### src/rtl/seq_divider.sv
// -----------------------------------------------------------------------------
// seq_divider
//   Multi-cycle radix-2 restoring divider for the execute stage (DIV / DIVU).
//   One operation is accepted through a valid/ready handshake. The divider then
//   produces one quotient bit per clock. The result, destination register
//   numbers and OV/S/Z flags are held until the consumer takes them.
//   Divide-by-zero and signed overflow (MIN / -1) bypass the iteration and
//   complete in one cycle.
//
// Ports
//   clk, rst        clock, synchronous active-high reset
//   flush_i         pipeline flush, drops any operation in progress
//   in_valid_i      operation offered        in_ready_o   high only in IDLE
//   signed_i        1 = DIV, 0 = DIVU
//   dividend_i      reg2 value               divisor_i    reg1 value
//   dst_q_i/dst_r_i quotient / remainder destination register numbers
//   out_valid_o     result valid             out_ready_i  consumer takes result
//   quotient_o, remainder_o, dst_q_o, dst_r_o, we_q_o, we_r_o, ov_o, s_o, z_o
//   busy_o          high in any state except IDLE
// -----------------------------------------------------------------------------
module seq_divider #(
    parameter int WIDTH = 32,
    parameter int REGW  = 5
) (
    input  logic             clk,
    input  logic             rst,
    input  logic             flush_i,
    input  logic             in_valid_i,
    output logic             in_ready_o,
    input  logic             signed_i,
    input  logic [WIDTH-1:0] dividend_i,
    input  logic [WIDTH-1:0] divisor_i,
    input  logic [REGW-1:0]  dst_q_i,
    input  logic [REGW-1:0]  dst_r_i,
    output logic             out_valid_o,
    input  logic             out_ready_i,
    output logic [WIDTH-1:0] quotient_o,
    output logic [WIDTH-1:0] remainder_o,
    output logic [REGW-1:0]  dst_q_o,
    output logic [REGW-1:0]  dst_r_o,
    output logic             we_q_o,
    output logic             we_r_o,
    output logic             ov_o,
    output logic             s_o,
    output logic             z_o,
    output logic             busy_o
);

    localparam int CW = (WIDTH > 1) ? $clog2(WIDTH) : 1;

    typedef enum logic [1:0] {IDLE, CALC, FIX, DONE} state_t;

    state_t state_q, state_d;

    // Iteration datapath (no reset needed: always loaded on accept)
    logic [WIDTH-1:0] rem_q;
    logic [WIDTH-1:0] quo_q;
    logic [WIDTH-1:0] dvsr_q;
    logic [CW-1:0]    count_q;
    logic             neg_q_q;
    logic             neg_r_q;
    logic [REGW-1:0]  dst_q_q;
    logic [REGW-1:0]  dst_r_q;

    // Magnitude of a two's-complement operand when signed mode is active.
    // MIN maps to itself, which is the correct unsigned magnitude.
    function automatic logic [WIDTH-1:0] mag(input logic signed [WIDTH-1:0] v,
                                             input logic en);
        return (en && v < 0) ? -v : v;
    endfunction

    function automatic logic [WIDTH-1:0] cond_neg(input logic signed [WIDTH-1:0] v,
                                                  input logic en);
        return en ? -v : v;
    endfunction

    logic div_zero, sgn_ovf, fast, accept, last_step;
    logic [WIDTH:0]   shifted, trial;
    logic             trial_ok;
    logic [WIDTH-1:0] q_fix, r_fix;

    assign div_zero  = (divisor_i == '0);
    assign sgn_ovf   = signed_i && (dividend_i == {1'b1, {(WIDTH-1){1'b0}}}) && (&divisor_i);
    assign fast      = div_zero || sgn_ovf;
    assign accept    = (state_q == IDLE) && in_valid_i && !flush_i;
    assign last_step = (count_q == CW'(WIDTH-1));

    // Restoring step: shift next dividend bit into the partial remainder and
    // keep the difference only if it did not go negative.
    assign shifted  = {rem_q, quo_q[WIDTH-1]};
    assign trial    = shifted - {1'b0, dvsr_q};
    assign trial_ok = !trial[WIDTH];

    assign q_fix = cond_neg(quo_q, neg_q_q);
    assign r_fix = cond_neg(rem_q, neg_r_q);

    assign in_ready_o  = (state_q == IDLE);
    assign busy_o      = (state_q != IDLE);
    assign out_valid_o = (state_q == DONE);

    always_ff @(posedge clk) begin
        if (rst) state_q <= IDLE;
        else     state_q <= state_d;
    end

    always_comb begin
        state_d = state_q;
        case (state_q)
            IDLE: if (in_valid_i) state_d = fast ? DONE : CALC;
            CALC: if (last_step)  state_d = FIX;
            FIX:                  state_d = DONE;
            DONE: if (out_ready_i) state_d = IDLE;
            default:              state_d = IDLE;
        endcase
        if (flush_i) state_d = IDLE;
    end

    always_ff @(posedge clk) begin
        if (accept) begin
            neg_q_q <= signed_i && (dividend_i[WIDTH-1] ^ divisor_i[WIDTH-1]);
            neg_r_q <= signed_i && dividend_i[WIDTH-1];
            quo_q   <= mag(dividend_i, signed_i);
            dvsr_q  <= mag(divisor_i, signed_i);
            rem_q   <= '0;
            count_q <= '0;
            dst_q_q <= dst_q_i;
            dst_r_q <= dst_r_i;
        end else if (state_q == CALC) begin
            rem_q   <= trial_ok ? trial[WIDTH-1:0] : shifted[WIDTH-1:0];
            quo_q   <= {quo_q[WIDTH-2:0], trial_ok};
            count_q <= count_q + CW'(1);
        end
    end

    // Result registers: loaded only on entry to DONE
    always_ff @(posedge clk) begin
        if (rst) begin
            quotient_o  <= '0;
            remainder_o <= '0;
            dst_q_o     <= '0;
            dst_r_o     <= '0;
            we_q_o      <= 1'b0;
            we_r_o      <= 1'b0;
            ov_o        <= 1'b0;
            s_o         <= 1'b0;
            z_o         <= 1'b0;
        end else if (accept && fast) begin
            quotient_o  <= div_zero ? '0 : dividend_i;
            remainder_o <= div_zero ? dividend_i : '0;
            dst_q_o     <= dst_q_i;
            dst_r_o     <= dst_r_i;
            we_q_o      <= (dst_q_i != '0);
            we_r_o      <= (dst_r_i != '0);
            ov_o        <= 1'b1;
            s_o         <= div_zero ? 1'b0 : dividend_i[WIDTH-1];
            z_o         <= div_zero ? 1'b1 : (dividend_i == '0);
        end else if (state_q == FIX && !flush_i) begin
            quotient_o  <= q_fix;
            remainder_o <= r_fix;
            dst_q_o     <= dst_q_q;
            dst_r_o     <= dst_r_q;
            we_q_o      <= (dst_q_q != '0);
            we_r_o      <= (dst_r_q != '0);
            ov_o        <= 1'b0;
            s_o         <= q_fix[WIDTH-1];
            z_o         <= (q_fix == '0);
        end
    end

endmodule

### config.mk
export PLATFORM = sky130hd
export DESIGN_NAME = seq_divider
export DESIGN_NICKNAME = d
export VERILOG_FILES = /design/src/rtl/seq_divider.sv
export SDC_FILE = /design/constraint.sdc
export NUM_CORES = 1
export LEC_CHECK = 0
export ABC_AREA = 1
export BUFFER_PORTS_ARGS = -buffer_cell sky130_fd_sc_hd__buf_4
export CAP_MARGIN = 5
export CORE_MARGIN = 3
export CORE_UTILIZATION = 23
export CTS_CLUSTER_SIZE = 20
export DETAILED_ROUTE_END_ITERATION = 10
export PLACE_DENSITY_LB_ADDON = 0.2
export SLEW_MARGIN = 25
export SYNTH_ARGS = -nofsm -noshare
export SYNTH_HDL_FRONTEND = slang
export SYNTH_SLANG_ARGS = --single-unit
export TNS_END_PERCENT = 1
### constraint.sdc
create_clock -name clk -period 4.58 [get_ports clk]
set_input_delay 0.229 -clock clk [delete_from_list [all_inputs] [get_ports clk]]
set_output_delay 0.229 -clock clk [all_outputs]
set_load 0.01 [all_outputs]
==> results.txt <==
----------------------------------------------------
[Synthesis]
  Number of enable flip-flop cells after synthesis ... 76
  Average size of a mapped cell ... 6.96 um2
  Area fraction of the dominant cell type after synthesis ... 0.175
  Yosys warnings ... 0
  Mapped Area ... 13400 um2
  Share of the yosys chip area belonging to registers ... 0.345
  Most instantiated flip-flop cell in the synthesis netlist ... sky130_fd_sc_hd__dfxtp_1
  Top cells by area, synth ... sky130_fd_sc_hd__dfxtp_1 (17%), sky130_fd_sc_hd__edfxtp_1 (17%), sky130_fd_sc_hd__nand2_1 (12%)
  Cell taking the most area after synthesis ... sky130_fd_sc_hd__dfxtp_1
  Async set-or-reset flop fraction in the synthesized netlist ... 0
  Number of synthesized register bits ... 193
  Gate Count Post-Synth ... 1924
  Synthesized Nets ... 2049
  Number of distinct library cell variants in the gate-level netlist after synthesis ... 59

[Cells and area]
  Nets ... 2185
  Total area of multi-input combinational cells ... 7580 um2
  Fin area ... 15900 um2
  Layout cell share with drive strength beyond 1 ... 0.122
  Sequential cell area in the final layout ... 4620 um2
  Antenna cell count ... 0
  Layout fillers ... 6313
  Area growth from synthesis to final layout ... 19.1%

[Worst setup path]
  Startpoint of the lowest-slack register-to-register path ... state_q[0]
  Critical setup path kind ... flop to flop
  Sort of element at the end of the critical path ... flop
  Crit path from ... state_q[0]
  Levels on crit path ... 10
  Max stage delay on crit path ... 630 ps
  Top cell family by delay on the critical path ... buffers and inverters
  Worst setup path end ... dst_r_o[1]
  CP arrival ... 3770 ps
  Highest fanout seen on the critical path ... 68
  Cell count of the worst reg-to-reg path ... 10
  Worst R2R End ... dst_r_o[1]
  Max stage delay cell, worst path ... sky130_fd_sc_hd__buf_4
  Worst path required time ... 5000 ps
  Buf+Inv Stages, Crit Path ... 4
  Worst reg-to-reg setup slack ... 1230 ps
  Series of cell instances along the critical path ... inv_1 -> ha_1 -> inv_1 -> nor3_4 -> buf_4 -> nand2_2 -> nand2_4 -> buf_4 -> o21ai_0 -> a31oi_1
  CP Launch Type ... flop

[Worst hold path]
  Hold-critical path depth ... 3
  Hold Crit Class ... primary input to flop

[Clocking]
  # H-tree levels ... 4
  Clock tree buffer depth ... 2
  Clock-pin slew of the registers on the worst-case setup and hold paths ... 90 ps
  Worst-skew pair later-pin latency ... 500 ps
  Root buffer selected by CTS ... sky130_fd_sc_hd__clkbuf_16
  TritonCTS Buffers ... 17
  TritonCTS clock tree ... yes
  Sink count of the clock tree ... 193

[Drt]
  DRC violation total after the first TritonRoute iteration ... 852
  Post-detailed-route wirelength per cell ... 17.2 um
  Total vias in the final route ... 13277
  Final wirelength ... 48.6 mm
  Residual DRC count ... 0
  DRT antenna net count ... 0
  DRT Pass-1 Iters ... 5
  Vias per cell ... 4.69

[Placement]
  Buffers added on ports ... 161
  Weighted congestion reported at the end of routability-driven placement ... 0.909
  Area after detailed placement ... 15300 um2
  Placed wire-length estimate after detailed placement ... 38.8 mm

[Floorplan]
  Die span in x ... 247 um
  Vertical die dimension ... 247 um
  Row cnt ... 87
  Core footprint ... 56900 um2
  Die area ... 61100 um2
  Starting utilization of the core area ... 0.235
  I/O pin total ... 162

[Power and ir drop]
  Power density cells ... 339 nW/um2
  Pint ... 0.00326 W
  Relative contribution of the clock network to total power ... 0.272
  Net switching component of the power ... 0.00215 W
  Share of total power in combinational logic ... 0.347
  Share of total power consumed by net switching ... 0.398
  Total leakage power ... 7.07 nW
  Overall power after layout ... 0.00541 W
  Worst supply voltage drop on vdd ... 0.270 mV
  Part of the total power dissipated in sequential elements ... 0.382

[STA]
  Post-route clock skew ... 16.2 ps
  Final setup viols ... 0
  Achievable clock frequency ... 0.299 GHz
  Final Max Slew Viols ... 0
  Final hold slack ... 41.7 ps
  Period minus WS final ... 3350 ps
  Worst-margin pin slew ... 922 ps
  Remaining max-slew budget at the tightest pin ... 0.385
  Final worst path period share ... 0.731
  RSZ-0062 raised after global routing ... no
  Hold Vio Cnt, Final ... 0
  Final sum of negative setup slack ... 0 ps

[Global route]
  Antenna violations before repair ... 0
  Overall Global Routing Usage ... 0.158
  Wire length of the first global-routing pass ... 73.8 mm
  Via count of the first global-routing pass ... 12751
  Largest net degree at the start of global routing ... 69
  Sum of overflow across all layers after global routing ... 0

[Job]
  Max capacitance violation total ... 0

[Outcome]
  Result of the run ... finished, final reports clean

----------------------------------------------------
==> synth_stat cells (27+ instances only) <==
master and count:
sky130_fd_sc_hd__nor3_1 29, sky130_fd_sc_hd__inv_1 208, sky130_fd_sc_hd__nand3_1 131, sky130_fd_sc_hd__clkbuf_1 36, sky130_fd_sc_hd__ha_1 44, sky130_fd_sc_hd__xor2_1 76
sky130_fd_sc_hd__edfxtp_1 76, sky130_fd_sc_hd__nor2_1 222, sky130_fd_sc_hd__o21ai_0 202, sky130_fd_sc_hd__a31oi_1 27, sky130_fd_sc_hd__dfxtp_1 117, sky130_fd_sc_hd__nand2_1 434
sky130_fd_sc_hd__a21oi_1 83, sky130_fd_sc_hd__nand4_1 27
==> cell families after synthesis <==
family                     synth area share
and+or+nand+nor                       0.285
xor gates and xnor gates             0.0667
buffers and inverters                0.0884
AOI/OAI and AO/OA                     0.172
DFF                                   0.345
adders and majority gates            0.0426
==> worst reg2reg max path, delay by kind of cell (launching register included) <==
kind                       cells  cell delay [ps]
and+or+nand+nor                3              970
adders and majority gates      1              230
AOI/OAI and AO/OA              2              330
DFF                            1              340
buffers and inverters          4             1400
==> final cells by class <==
cell class / count / share of cell area
tap: 756 / 0.0593
inverter: 219 / 0.0515
clock inverter: 14 / 0.00785
sequential: 193 / 0.290
clock buffer: 18 / 0.0269
timing repair buffer: 185 / 0.0890
multi-input combinational: 1444 / 0.475
==> per-stage QoR <==
| stage | util | std cells | worst slack (ps) |
|---|---|---|---|
| after floorplan | - | 1924 | 1250 |
| after global placement | 0.268 | 2785 | 1310 |
| after detailed placement | 0.268 | 2785 | 1170 |
| after CTS | 0.280 | 2829 | 1130 |
| after global routing | 0.280 | 2829 | 894 |
| final | 0.280 | 2829 | 1230 |
==> layout by cell type (no fill, tap or decap), drive strengths merged, types with 18 or more instances in the layout <==
| cell | Yosys | routed |
|---|---|---|
| a21oi | 90 | 90 |
| a31oi | 27 | 27 |
| buf | 32 | 173 |
| clkbuf | 36 | 18 |
| dfxtp | 117 | 117 |
| edfxtp | 76 | 76 |
| ha | 44 | 44 |
| inv | 217 | 223 |
| nand2 | 438 | 438 |
| nand3 | 134 | 134 |
| nand4 | 29 | 29 |
| nor2 | 228 | 228 |
| nor3 | 32 | 32 |
| o21ai | 229 | 229 |
| xnor2 | 26 | 26 |
| xor2 | 76 | 76 |
==> repair_timing <==
| action | CTS | global route |
|---|---|---|
| hold buffers | 12 | 0 |
| gates resized for setup | 0 | 0 |
| hold endpoints to repair | 22 | 0 |
| setup buffers | 0 | 0 |
==> registers in the layout, summed over array words and instances (netlist names) <==
| register | flops |
|---|---|
| count_q | 5 |
| dst_q_o | 5 |
| dst_q_q | 5 |
| dst_r_o | 5 |
| dst_r_q | 5 |
| dvsr_q | 32 |
| neg_q_q | 1 |
| neg_r_q | 1 |
| ov_o | 1 |
| quo_q | 32 |
| quotient_o | 32 |
| rem_q | 32 |
| remainder_o | 32 |
| state_q | 2 |
| we_q_o | 1 |
| we_r_o | 1 |
| z_o | 1 |
==> power by group through the flow <==
stage	combinational (W)	clock, W	sequential [W]
after floorplan	0.00130	0	0.00204
after global placement	0.00185	0	0.00210
after detailed placement	0.00186	0	0.00210
after CTS	0.00187	0.00153	0.00206
after global routing	0.00213	0.00158	0.00208
final	0.00188	0.00147	0.00207
==> layer usage <==
layer	vias to the layer above	wire (um)	GRT usage
met5	-	0	0
met4	0	1050	0.0529
met3	52	2540	0.0298
met2	317	21700	0.249
met1	6217	23300	0.217
li1	6691	-	-
==> worst min path at each step <==
| stage | from | end | slack, ps |
|---|---|---|---|
| floorplan | rst | z_o | 300 |
| global placement | rst | z_o | 420 |
| finish | dividend_i[15] | remainder_o[15] | 40 |
| detailed placement | rst | z_o | 420 |
| CTS | dividend_i[15] | remainder_o[15] | 0.6 |
| global route | dividend_i[15] | remainder_o[15] | 20 |
Power figures use the tool's default switching activity.
